File: config.mk
export PLATFORM = sky130hd
export DESIGN_NAME = col_elastic_array
export DESIGN_NICKNAME = d
export VERILOG_FILES = /design/src/rtl/col_elastic_array.sv
export SDC_FILE = /design/constraint.sdc
export NUM_CORES = 1
export LEC_CHECK = 0
export CORE_AREA = 2 2 103 105
export DETAILED_ROUTE_END_ITERATION = 10
export DIE_AREA = 0 0 105 107
export PLACE_DENSITY = 0.53
export SYNTH_ARGS = -nofsm -noshare
export SYNTH_HDL_FRONTEND = slang
export SYNTH_SLANG_ARGS = --single-unit
export TNS_END_PERCENT = 30
File: constraint.sdc
create_clock -name clk -period 6.2 [get_ports clk]
set_clock_uncertainty 0.2 [all_clocks]
set_input_delay 1.24 -clock clk [delete_from_list [all_inputs] [get_ports clk]]
set_output_delay 1.24 -clock clk [all_outputs]
set_load 0.05 [all_outputs]
File: src/rtl/col_elastic_array.sv
// Column lane array: each lane owns a DEPTH-entry elastic FIFO with valid/ready on both sides.
// An optional lockstep mode pops every enabled lane together so downstream lanes stay aligned.
module col_elastic_array #(
    parameter int COLS   = 4,
    parameter int DATA_W = 2,
    parameter int DEPTH  = 4,
    parameter int LVL_W  = $clog2(DEPTH + 1)
) (
    input  logic                         clk,
    input  logic                         rst,
    input  logic                         lockstep,
    input  logic [COLS-1:0]              col_en,
    input  logic [COLS-1:0]              ival,
    input  logic [COLS-1:0][DATA_W-1:0]  idata,
    output logic [COLS-1:0]              iready,
    output logic [COLS-1:0]              oval,
    output logic [COLS-1:0][DATA_W-1:0]  odata,
    input  logic [COLS-1:0]              oready,
    output logic [COLS-1:0][LVL_W-1:0]   level
);
    localparam int PTR_W = $clog2(DEPTH);
    localparam logic [LVL_W-1:0] FULL_LVL = LVL_W'(DEPTH);
    localparam logic [LVL_W-1:0] LVL_ONE  = LVL_W'(1);
    localparam logic [PTR_W-1:0] PTR_ONE  = PTR_W'(1);

    logic [DATA_W-1:0]            mem_r [COLS][DEPTH];
    logic [COLS-1:0][PTR_W-1:0]   wr_ptr_r;
    logic [COLS-1:0][PTR_W-1:0]   rd_ptr_r;
    logic [COLS-1:0][LVL_W-1:0]   level_r;
    logic [COLS-1:0]              full_s;
    logic [COLS-1:0]              empty_s;
    logic [COLS-1:0]              push_s;
    logic [COLS-1:0]              pop_s;
    logic                         any_en_s;
    logic                         all_nonempty_s;
    logic                         all_ready_s;
    logic                         grp_avail_s;
    logic                         grp_pop_s;

    // Full/empty flags from registered occupancy
    always_comb begin
        for (int c = 0; c < COLS; c++) begin
            full_s[c]  = (level_r[c] == FULL_LVL);
            empty_s[c] = (level_r[c] == {LVL_W{1'b0}});
        end
    end

    // Lockstep group status; disabled lanes are transparent to both ANDs
    always_comb begin
        any_en_s       = 1'b0;
        all_nonempty_s = 1'b1;
        all_ready_s    = 1'b1;
        for (int c = 0; c < COLS; c++) begin
            any_en_s       = any_en_s | col_en[c];
            all_nonempty_s = all_nonempty_s & (~col_en[c] | ~empty_s[c]);
            all_ready_s    = all_ready_s & (~col_en[c] | oready[c]);
        end
        grp_avail_s = any_en_s & all_nonempty_s & ~rst;
        grp_pop_s   = grp_avail_s & all_ready_s;
    end

    // Handshake decode; iready/oval never look at ival or oready
    always_comb begin
        for (int c = 0; c < COLS; c++) begin
            iready[c] = col_en[c] & ~full_s[c] & ~rst;
            if (lockstep) begin
                oval[c]  = col_en[c] & grp_avail_s;
                pop_s[c] = col_en[c] & grp_pop_s;
            end else begin
                oval[c]  = col_en[c] & ~empty_s[c] & ~rst;
                pop_s[c] = col_en[c] & ~empty_s[c] & ~rst & oready[c];
            end
            push_s[c] = ival[c] & col_en[c] & ~full_s[c] & ~rst;
        end
    end

    // Pointer and occupancy update, with reset and per-lane flush
    always_ff @(posedge clk) begin
        if (rst) begin
            wr_ptr_r <= '0;
            rd_ptr_r <= '0;
            level_r  <= '0;
        end else begin
            for (int c = 0; c < COLS; c++) begin
                if (!col_en[c]) begin
                    wr_ptr_r[c] <= {PTR_W{1'b0}};
                    rd_ptr_r[c] <= {PTR_W{1'b0}};
                    level_r[c]  <= {LVL_W{1'b0}};
                end else begin
                    if (push_s[c]) begin
                        wr_ptr_r[c] <= wr_ptr_r[c] + PTR_ONE;
                    end
                    if (pop_s[c]) begin
                        rd_ptr_r[c] <= rd_ptr_r[c] + PTR_ONE;
                    end
                    case ({push_s[c], pop_s[c]})
                        2'b10:   level_r[c] <= level_r[c] + LVL_ONE;
                        2'b01:   level_r[c] <= level_r[c] - LVL_ONE;
                        default: level_r[c] <= level_r[c];
                    endcase
                end
            end
        end
    end

    // Payload storage; contents need no reset since level gates visibility
    always_ff @(posedge clk) begin
        for (int c = 0; c < COLS; c++) begin
            if (push_s[c]) begin
                mem_r[c][wr_ptr_r[c]] <= idata[c];
            end
        end
    end

    // Head-of-FIFO read from registered storage and pointer
    always_comb begin
        for (int c = 0; c < COLS; c++) begin
            odata[c] = mem_r[c][rd_ptr_r[c]];
        end
    end

    assign level = level_r;

endmodule

==> results by group <==
Hold path
  – Hold endpoint: wr_ptr_r[7]
  – Worst min-delay path category: register to register
  – Cells on Worst Hold Path: 2
  – Hold path startpoint: wr_ptr_r[7]

Pwr
  – VDD IR max: 0.00007722 V
  – Clock power frac: 0.360
  – Switching Fraction: 0.2490
  – Seq pwr share: 0.534
  – Pwr Total: 0.7955 mW
  – Leak: 1.487 nW
  – P_sw: 0.1981 mW
  – Int Pwr: 0.5974 mW
  – Part of the power in combinational logic: 0.107
  – Power Density: 188.0 mW/mm^2

Timing
  – RSZ-0062 raised after global routing: no
  – Post-route minimum period: 5116 ps
  – Crit share post-route: 0.8251
  – # setup viols final: 0
  – Maximum clock rate: 195.5 MHz
  – Setup TNS: 0 ps
  – Endpoints failing hold: 0
  – Fin. max-slew vios: 0
  – Worst-Margin Slew: 616.8 ps
  – Hold_ws: 355.2 ps
  – Slew headroom: 0.5875

Global routing
  – Largest net degree at the start of global routing: 19
  – Global route total overflow: 0
  – First-pass GRT wire length: 11780 um
  – Number of antenna violations at the first check in global routing: 0
  – GRT Total Usage: 0.1326
  – Vias in the first global route: 2378

Clocking
  – CTS buffer count: 9
  – Post-CTS setup buffers: 0
  – Post-CTS Resized: 0
  – Post-CTS Hold Buffers: 0
  – Clk root buf: clkbuf_8
  – Clock insertion delay at the later pin of the skew report: 340 ps
  – H-tree lvl count: 3
  – TritonCTS clock tree: done
  – Clock-pin slew on the worst setup and hold paths: 60 ps
  – Clock sinks: 60
  – Clock Tree Buf Depth: 2

Final layout
  – Seq. cell area: 0.001521 mm^2
  – Layout area overhead: 22.23%
  – Nets: 410
  – Util after Layout: 0.4192
  – Antenna Cells: 0
  – Fill cell count: 1012
  – Share of cells above drive strength 1: 0.1060
  – Area of the multi-input gates: 0.001775 mm^2

Place
  – Port Buffer Count: 50
  – Post-DP HPWL: 5217 um
  – Routability Congestion: 0.7256

Synthesis
  – Post-synth EDFFs: 32
  – Seq cells post-synth: 60
  – Distinct cells, synth: 47
  – Post-synthesis cell count: 313
  – Post-Syn Nets: 360
  – Mapped Area: 0.003461 mm^2
  – Sequential area share after synthesis: 0.4396
  – Asr flop ratio synth: 0
  – Mean Syn Cell Area: 11.06 um^2
  – Synth warn: 0
  – Most common flop cell mapped by yosys: edfxtp_1

Drt
  – Router iterations before antenna repair: 4
  – Vias/cell: 4.863
  – Post-DRT Antenna Nets: 0
  – Routed WL: 6995 um
  – Number of DRC markers in iteration 0: 96
  – Post-route DRC: 0
  – Vias: 2451
  – Routed len/inst: 13.88 um

Worst setup path
  – CP Data Arrival Time: 3680 ps
  – Crit path launch type: input port
  – Reg2reg end: level[5]
  – Reg-to-Reg Start: level[6]
  – Worst EP required: 4760 ps
  – Crit-path max FO: 18
  – Critical path class: input port to output port
  – Worst Reg2Reg Path Length in Cells: 11
  – Reg2reg setup slack: 2990 ps
  – CP endpoint kind: output port

Floorplan
  – Die width: 105 um
  – Ports: 51
  – DIE AREA: 0.01124 mm^2
  – FP Rows: 37
  – Core region area: 0.01009 mm^2
  – Starting density of the core: 0.3429
  – Die height: 107 um

Job
  – Max-cap violations: 0

Outcome
  – Status: completed
## sequential cells by signal, indices dropped and copies added (netlist names)
signal	cells
rd_ptr_r	8
mem_r	32
level	12
wr_ptr_r	8
## power by group through the flow
| stage | clock (mW) | combinational (mW) | sequential [mW] |
|---|---|---|---|
| 2_1_floorplan | 0 | 0.0475 | 0.435 |
| 3_3_place_gp | 0 | 0.0843 | 0.433 |
| 3_5_place_dp | 0 | 0.0846 | 0.433 |
| 4_1_cts | 0.299 | 0.0850 | 0.425 |
| 5_1_grt | 0.316 | 0.0919 | 0.425 |
| 6_report | 0.286 | 0.0847 | 0.425 |
## cells by family (layout without fill, tap and decap cells)
| family | after synthesis | in the layout | share of synthesized area |
|---|---|---|---|
| xor gates and xnor gates | 12 | 12 | 0.03037 |
| and+or+nand+nor | 113 | 113 | 0.1909 |
| adders and majority gates | 24 | 24 | 0.09545 |
| AOI/OAI and AO/OA | 51 | 51 | 0.1283 |
| DFF | 60 | 60 | 0.4396 |
| buffers and inverters | 40 | 95 | 0.04772 |
| muxes | 13 | 13 | 0.06761 |
## cells in the mapped netlist (2+ instances only)
library cell | instances | area share
nor3b_1 | 6 | 0.013
o31a_1 | 4 | 0.010
xnor2_1 | 5 | 0.013
nand2b_1 | 7 | 0.013
mux4_2 | 8 | 0.052
a21o_1 | 4 | 0.0087
inv_1 | 26 | 0.028
a21oi_1 | 11 | 0.016
a211oi_2 | 4 | 0.014
and3b_1 | 3 | 0.0076
nor4bb_1 | 3 | 0.0087
or3_1 | 8 | 0.014
nor4b_1 | 2 | 0.0051
o41ai_1 | 3 | 0.0076
dfxtp_1 | 28 | 0.16
clkbuf_1 | 7 | 0.0076
a22o_1 | 4 | 0.010
nand2_1 | 11 | 0.012
and3_1 | 5 | 0.0090
a41oi_1 | 3 | 0.0076
nor2_1 | 25 | 0.027
mux2i_1 | 2 | 0.0058
ha_1 | 20 | 0.072
mux2_1 | 2 | 0.0065
edfxtp_1 | 32 | 0.28
xor2_1 | 7 | 0.018
buf_2 | 6 | 0.0087
o311ai_2 | 6 | 0.028
fa_1 | 4 | 0.023
and2_1 | 18 | 0.033
o31ai_1 | 3 | 0.0065
o21ai_0 | 4 | 0.0058
nand4_1 | 9 | 0.016
nor2b_1 | 10 | 0.018
## stage by stage
stage	setup slack (ps)	cell area, um^2	instances
final	1084	4230	504
after global routing	898.6	4230	504
after CTS	1124	4230	504
after detailed placement	1125	4078	488
after global placement	1139	4078	488
after floorplan	2180	3461	313
## worst max-delay path by stage
stage               startpoint      end  slack (ps)  depth (start not counted)
finish                     rst  oval[0]        1080                          6
global route               rst  oval[3]         900                          6
CTS                        rst  oval[1]        1120                          6
detailed placement         rst  oval[1]        1120                          6
global placement           rst  oval[1]        1140                          6
floorplan            col_en[2]  oval[3]        2180                          5
## cell usage in the layout (no fill, tap or decap), types with 5 or more instances in the layout
master           count
a21oi_1             11
and2_1              18
and3_1               5
buf_4                7
clkbuf_8             9
clkdlybuf4s50_1     46
dfxtp_1             28
edfxtp_1            32
ha_1                20
inv_1               26
mux4_2               8
nand2_1             11
nand2b_1             7
nand4_1              9
nor2_1              25
nor2b_1             10
nor3b_1              6
o311ai_2             6
or3_1                8
xnor2_1              5
xor2_1               7
## layer usage
metal  share of wire  GRT usage  vias to the layer above
met5               0          0                        -
met3           0.033    0.02371                       12
met1            0.49     0.1828                     1154
met4           0.021    0.06667                        0
li1                -          -                     1236
met2            0.46     0.1999                       49
## worst max-delay path, stage by stage
cell	delay (ps)
clkdlybuf4s50_1	730
nor2b_1	280
a22o_1	400
and2_1	550
a22o_1	260
buf_4	200
## final cells by class
type,instances,area share
timing repair buffer,53,0.1213
tap,136,0.04022
clock inverter,4,0.004141
sequential,60,0.3597
clock buffer,12,0.03194
inverter,26,0.02307
multi-input combinational,213,0.4197
Note: power is estimated with default switching activity, not from simulation.
